===== src/rtl/encoder_pkg.sv =====
// Shared widths and reset constants for the registered priority encoder.
package encoder_pkg;

    localparam int IN_W_DEF  = 8;
    localparam int OUT_W_DEF = 3;

    // Index value presented while no request is encoded (reset or empty input).
    localparam logic [OUT_W_DEF-1:0] IDX_RST = '0;

endpackage


===== src/rtl/encoder_prio_enc_comb.sv =====
// Combinational highest-set-bit finder; adds a multi-hot flag when ENCODER_ONEHOT_ERR_EN is defined.
module prio_enc_comb #(
    parameter int IN_W  = 8,
    parameter int OUT_W = 3
) (
    input  logic [IN_W-1:0]  in,
    output logic [OUT_W-1:0] idx,
    output logic             any
`ifdef ENCODER_ONEHOT_ERR_EN
    ,
    output logic             multi
`endif
);

    logic [IN_W-1:0] win;

    // A bit wins when it is set and no higher-index bit is set.
    generate
        for (genvar gi = 0; gi < IN_W; gi++) begin : g_win
            if (gi == IN_W - 1) begin : g_top
                assign win[gi] = in[gi];
            end else begin : g_low
                assign win[gi] = in[gi] && (in[IN_W-1:gi+1] == '0);
            end
        end
    endgenerate

    always_comb begin
        idx = '0;
        for (int i = 0; i < IN_W; i++) begin
            if (win[i]) begin
                idx = idx | OUT_W'(i);
            end
        end
    end

    assign any = |in;

`ifdef ENCODER_ONEHOT_ERR_EN
    // Clearing the lowest set bit leaves something only if two or more were set.
    assign multi = (in & (in - IN_W'(1))) != '0;
`endif

endmodule


===== src/rtl/encoder.sv =====
// Registered 8-to-3 priority encoder with enable/hold; optional err output under ENCODER_ONEHOT_ERR_EN.
module encoder
    import encoder_pkg::*;
#(
    parameter int IN_W  = IN_W_DEF,
    parameter int OUT_W = OUT_W_DEF
) (
    input  logic             clk,
    input  logic             rst,
    input  logic [IN_W-1:0]  in,
    input  logic             e,
    output logic [OUT_W-1:0] out,
    output logic             valid
`ifdef ENCODER_ONEHOT_ERR_EN
    ,
    output logic             err
`endif
);

    logic [OUT_W-1:0] idx_next;
    logic             any_next;
    logic [OUT_W-1:0] out_reg;
    logic             valid_reg;

`ifdef ENCODER_ONEHOT_ERR_EN
    logic multi_next;
    logic err_reg;
`endif

    prio_enc_comb #(
        .IN_W  (IN_W),
        .OUT_W (OUT_W)
    ) u_prio (
        .in    (in),
        .idx   (idx_next),
        .any   (any_next)
`ifdef ENCODER_ONEHOT_ERR_EN
        ,
        .multi (multi_next)
`endif
    );

    // Reset dominates enable; with e low the registers simply hold.
    always_ff @(posedge clk) begin
        if (rst) begin
            out_reg   <= OUT_W'(IDX_RST);
            valid_reg <= 1'b0;
        end else if (e) begin
            out_reg   <= idx_next;
            valid_reg <= any_next;
        end
    end

`ifdef ENCODER_ONEHOT_ERR_EN
    always_ff @(posedge clk) begin
        if (rst) begin
            err_reg <= 1'b0;
        end else if (e) begin
            err_reg <= multi_next;
        end
    end

    assign err = err_reg;
`endif

    assign out   = out_reg;
    assign valid = valid_reg;

endmodule


===== config.mk =====
export PLATFORM = sky130hd
export DESIGN_NAME = encoder
export DESIGN_NICKNAME = d
export VERILOG_FILES = /design/src/rtl/encoder_pkg.sv /design/src/rtl/encoder_prio_enc_comb.sv /design/src/rtl/encoder.sv
export SDC_FILE = /design/constraint.sdc
export NUM_CORES = 1
export LEC_CHECK = 0
export CORE_AREA = 2 2 39 41
export DETAILED_ROUTE_END_ITERATION = 10
export DIE_AREA = 0 0 41 43
export HOLD_SLACK_MARGIN = 0.15
export RECOVER_POWER = 100
export SLEW_MARGIN = 20
export SYNTH_ARGS = -nofsm -noshare
export SYNTH_HDL_FRONTEND = slang
export SYNTH_SLANG_ARGS = --single-unit

===== constraint.sdc =====
create_clock -name clk -period 1.6 [get_ports clk]
set_input_delay 0.16 -clock clk [delete_from_list [all_inputs] [get_ports clk]]
set_output_delay 0.16 -clock clk [all_outputs]
set_load 0.03 [all_outputs]

==> results of run 1 <==
## tightest hold or removal path: stages, from the launching register on
cell     delay (ns)
dfxtp_1        0.30
nor2_1         0.08
nor3_1         0.04
## where the power goes
group | internal, mW | switching (mW)
Combinational | 0.0402 | 0.0335
Clock | 0.0838 | 0.0401
Sequential | 0.108 | 0.00319
## Yosys cell counts
library cell	n	area [sq um]
o311a_2	1	11.3
nor3b_1	1	7.51
a311oi_1	1	8.76
nor4_4	1	21.3
nand3_1	1	5.00
and2b_2	1	8.76
o21bai_1	2	15.0
nor3_1	1	5.00
a211oi_1	1	7.51
dfxtp_1	4	80.1
nor2b_1	1	6.26
a31oi_1	1	6.26
nor2_1	5	18.8
## routing by layer
metal | track usage [%] | wire length [microns] | vias up
met2 | 8.13 | 193 | 13
met5 | 0 | 0 | -
met1 | 8.36 | 223 | 89
met3 | 7.85 | 68 | 0
met4 | 4.00 | 0 | 0
li1 | - | - | 116
## metrics by stage
step	util (%)	cells	area (sq um)	power [mW]
2_1_floorplan	-	21	201	0.144
3_3_place_gp	26.1	51	362	0.194
3_5_place_dp	26.1	51	362	0.194
4_1_cts	27.8	54	384	0.323
5_1_grt	26.7	54	369	0.329
6_report	26.7	54	369	0.309
## final timing paths
kind,from,end,slack (ns)
hold / removal,out[1],out[1],0.47
setup reg to reg,out[0],out[0],0.94
hold reg to reg,out[1],out[1],0.47
setup / recovery,out[1],out[1],0.15
## cell type report
cell class	count	area, sq um
Clock buffer	3	22.5
Fill cell	157	1010
Multi-Input combinational cell	17	106
Sequential cell	4	80.1
Tap cell	16	20.0
Timing Repair Buffer	14	140
## logic make-up after synthesis
kind of cell	after synthesis	synth area share, %
and+or+nand+nor	11	36.0
DFF	4	39.8
AOI/OAI and AO/OA	6	24.2
==> impl_metrics.env, run 1 <==
export IMPL_grt_max_degree=9
export IMPL_insertion_delay_ns=0.23
export IMPL_seq_area_frac_synth_pct=39.8
export IMPL_wl_per_cell_microns=8.98
export IMPL_hold_viol=0
export IMPL_worstMarginPinSlew_ns=0.507
export IMPL_fmax_ghz=0.690
export IMPL_min_period_over_period_pct=90.5
export IMPL_io_pins=15
export IMPL_final_nets=51
export IMPL_rows=14
export IMPL_hp_class="reg -> reg"
export IMPL_setup_violations=0
export IMPL_totalWireLength_microns=485
export IMPL_fin_setup_tns_ns=0
export IMPL_hold_buffers=0
export IMPL_start_util_pct=14.6
export IMPL_antenna_found_initial=0
export IMPL_crit_chain="dlygate4sd3_1"
export IMPL_worst_path_largest_cell_delay_ns=0.74
export IMPL_syn_to_final_growth_pct=83.2
export IMPL_min_period_ns=1.45
export IMPL_ys_types=13
export IMPL_initialDrtViolationCount=2
export IMPL_finalWorstSetupSlack_ns=0.152
export IMPL_rsz0062_at_grt="no"
export IMPL_status="finished clean"
export IMPL_synth_seq_cells=4
export IMPL_io_buffer_count=14
export IMPL_cap_violations=0
export IMPL_skew_ns=0
export IMPL_startpoint_type="register"
export IMPL_power_density_nw_per_um2=836
export IMPL_vias=218
export IMPL_end_kind="output port"
export IMPL_dieArea_sq_um=1760
export IMPL_fp_dieH_microns=43
export IMPL_die_w_microns=41
export IMPL_critPathBufInv=1
export IMPL_r2r_cells=2
export IMPL_synthCells=21
export IMPL_path_clk_slew_ns=0.04
export IMPL_crit_path_max_fanout=2
export IMPL_yosys_warnings=0
export IMPL_maxSlewViolCount=0
export IMPL_drtAntennaViolNets=0
export IMPL_avgViaCountPerCell=4.04
export IMPL_final_common_cell="clkdlybuf4s50_1"
export IMPL_p_leak_nw=0.143
export IMPL_grtUsageTotal_pct=7.33
export IMPL_path_class="reg -> out"
export IMPL_htree_num_levels=1
export IMPL_root_buffer="clkbuf_4"
export IMPL_syn_area_per_cell_sq_um=9.59
export IMPL_arrival_ns=1.29
export IMPL_grt_overflow=0
export IMPL_dpl_worst_slack_ns=0.152
export IMPL_max_slew_margin_pct=65.9
export IMPL_diodes=0
export IMPL_syn_area_sq_um=201
export IMPL_cts_resized=0
export IMPL_min_path_cells=2
export IMPL_drc_errors=0
export IMPL_core_sq_um=1380
export IMPL_drive_above_1_share_pct=13.2
export IMPL_dr_pass1_iters=2
export IMPL_peakVddDrop_mv=0.290
export IMPL_crit_cells=1
export IMPL_cts_buffer_depth=2
export IMPL_grt_pass1_vias=201
export IMPL_crit_slowest_cell="dlygate4sd3_1"
export IMPL_cts_tree="built"
export IMPL_cts_buffers=3
export IMPL_place_gp_congestion=0.727
export IMPL_mostFrequentLayoutCells="clkdlybuf4s50_1, nor2_1, dlygate4sd3_1"
export IMPL_post_cts_buffers=0
export IMPL_syn_nets=32
export IMPL_largest_reg_flops=3
export IMPL_cp_data_required_time_ns=1.44
export IMPL_cp_top_family="buffers and inverters"
export IMPL_cts_sinks=4
export IMPL_grt_pass1_wl_microns=800
export IMPL_hold_slack_ns=0.471
Note: power is estimated with default switching activity, not from simulation.
==> run 2, diff against run 1 <==
- GPL_ROUTABILITY_DRIVEN: not set -> 0
- SETUP_SLACK_MARGIN: not set -> 0.3
- SYNTH_HIERARCHICAL: not set -> 1
==> run 2 against run 1 <==
Compared with the run above: hold slack better by 0.015 ns; critical path type is now in -> reg; cell count increased by 5.6%; combinational power up 3.8%; non-clock buffer count stayed put; flip-flop and latch count did not move; power shrank 0.92%; critical endpoint is now valid; fmax increased by 27%.
==> impl_metrics.env, run 2 <==
export IMPL_cap_violations=0
export IMPL_wl_per_cell_microns=8.86
export IMPL_dr_pass1_iters=1
export IMPL_grt_pass1_wl_microns=772
export IMPL_initialDrtViolationCount=0
export IMPL_cts_buffer_depth=2
export IMPL_rsz0062_at_grt="no"
export IMPL_worst_path_largest_cell_delay_ns=0.59
export IMPL_peakVddDrop_mv=0.294
export IMPL_ys_types=12
export IMPL_crit_path_max_fanout=3
export IMPL_die_w_microns=41
export IMPL_syn_nets=36
export IMPL_fmax_ghz=0.875
export IMPL_final_common_cell="clkdlybuf4s50_1"
export IMPL_cts_buffers=3
export IMPL_ys_flop_type="dfxtp_1"
export IMPL_drive_above_1_share_pct=12.2
export IMPL_worstMarginPinSlew_ns=0.309
export IMPL_synth_most_common_cell="nor2_1"
export IMPL_end_kind="register"
export IMPL_totalWireLength_microns=505
export IMPL_synthCells=25
export IMPL_htree_num_levels=1
export IMPL_dp_hpwl_microns=427
export IMPL_syn_area_per_cell_sq_um=8.26
export IMPL_syn_area_sq_um=206
export IMPL_cts_sinks=4
export IMPL_met2WireLength_microns=236
export IMPL_path_class="in -> reg"
export IMPL_root_buffer="clkbuf_4"
export IMPL_synth_common_cells="nor2_1, dfxtp_1, mux2i_1"
export IMPL_cts_resized=4
export IMPL_synth_edf_count=0
export IMPL_start_util_pct=14.9
export IMPL_min_period_ns=1.14
export IMPL_rows=14
export IMPL_io_buffer_count=14
export IMPL_core_sq_um=1380
export IMPL_diodes=0
export IMPL_drtAntennaViolNets=0
export IMPL_synth_seq_cells=4
export IMPL_syn_to_final_growth_pct=81.8
export IMPL_startpoint_type="input pin"
export IMPL_cp_data_required_time_ns=1.72
export IMPL_seq_area_frac_synth_pct=38.8
export IMPL_drc_errors=0
export IMPL_synth_top_area_share_pct=38.8
export IMPL_dieArea_sq_um=1760
export IMPL_avgViaCountPerCell=3.82
export IMPL_hold_slack_ns=0.486
export IMPL_status="finished clean"
export IMPL_wirelength_met1_microns=205
export IMPL_path_clk_slew_ns=0.03
export IMPL_hp_class="reg -> reg"
export IMPL_yosys_warnings=6
export IMPL_hold_viol=0
export IMPL_grt_pass1_vias=223
export IMPL_grtUsageTotal_pct=6.83
export IMPL_synth_top_cells_by_area="dfxtp_1, mux2i_1, nor2_1, o31ai_2, a21oi_2"
export IMPL_met3_length_microns=63
export IMPL_fillCellCount=149
export IMPL_post_cts_buffers=0
export IMPL_crit_chain="dlygate4sd3_1 -> nor2_1 -> nand4_1 -> mux2i_1 -> nor2_1"
export IMPL_maxSlewViolCount=0
export IMPL_highest_layer="met3"
export IMPL_multi_input_area_sq_um=110
export IMPL_p_leak_nw=0.166
export IMPL_min_period_over_period_pct=71.4
export IMPL_synth_area_leader_cell="dfxtp_1"
export IMPL_fp_dieH_microns=43
export IMPL_io_pins=15
export IMPL_skew_ns=0
export IMPL_crit_slowest_cell="dlygate4sd3_1"
export IMPL_cp_common_cell="nor2_1"
export IMPL_vias=218
export IMPL_async_reset_ff_share_pct=0
export IMPL_fin_setup_tns_ns=0
export IMPL_grt_max_degree=5
export IMPL_grt_overflow=0
export IMPL_setup_violations=0
export IMPL_regArea_sq_um=80.1
export IMPL_hold_buffers=0
export IMPL_mostFrequentLayoutCells="clkdlybuf4s50_1, nor2_1, mux2i_1, dfxtp_1, dlygate4sd2_1"
export IMPL_largest_reg_flops=3
export IMPL_final_nets=54
export IMPL_cts_tree="built"
export IMPL_arrival_ns=1.26
export IMPL_max_slew_margin_pct=79.5
export IMPL_power_density_nw_per_um2=815
export IMPL_insertion_delay_ns=0.23
export IMPL_antenna_found_initial=0
==> run 2: changes by cell type in the layout (fill, tap and decap cells not counted), moves of 2 or more <==
cell	previous run	this run
dlygate4sd2_1	0	4
mux2i_1	0	4
o21bai_1	2	0
a21oi_1	0	2
nor2_1	5	8
dlygate4sd3_1	5	1
==> run 2: stage by stage <==
stage          power (mW)  instance area [sq um]  util, %  cells  worst slack [ns]
2_1_floorplan       0.150                    206        -     25             0.871
3_3_place_gp        0.197                    362     26.1     54             0.341
3_5_place_dp        0.198                    362     26.1     54             0.317
4_1_cts             0.317                    379     27.4     57             0.473
5_1_grt             0.321                    375     27.1     57             0.373
6_report            0.306                    375     27.1     57             0.457
==> run 2: layout make-up <==
type                       instances  share of cell area [%]
sequential                         4                    21.3
multi-input combinational         18                    29.3
clock buffer                       3                    6.00
tap                               16                    5.33
timing repair buffer              14                    36.0
inverter                           2                    2.00
==> run 2: critical path, delay by kind of cell <==
kind	cells	cell delay, ns
muxes	1	0.15
buffers and inverters	1	0.59
and+or+nand+nor	3	0.36
==> run 2: cells by family (layout without fill, tap and decap cells) <==
kind of cell | Yosys count | count (layout) | synth area share (%)
AO/OA/AOI/OAI | 4 | 4 | 16.4
buffers and inverters | 3 | 19 | 6.05
multiplexers | 4 | 4 | 19.4
flip-flops | 4 | 4 | 38.8
AND/OR/NAND/NOR | 10 | 10 | 19.4
==> run 2: worst paths after layout <==
check	startpoint	endpoint	slack, ns	cells after the start
max	in[6]	valid	0.46	5
min	out[2]	out[2]	0.49	2
max reg2reg	out[0]	out[0]	1.01	2
min reg2reg	out[2]	out[2]	0.49	2
==> run 2: power by group <==
part	internal, mW	switching (mW)
Sequential	0.108	0.00333
Clock	0.0834	0.0344
Combinational	0.0388	0.0377
==> run 2: per-layer routing <==
metal  up-vias  track usage, %
met2         8            9.69
met5         -               0
met4         0            8.00
met3         0            2.09
met1        94            6.77
li1        116               -
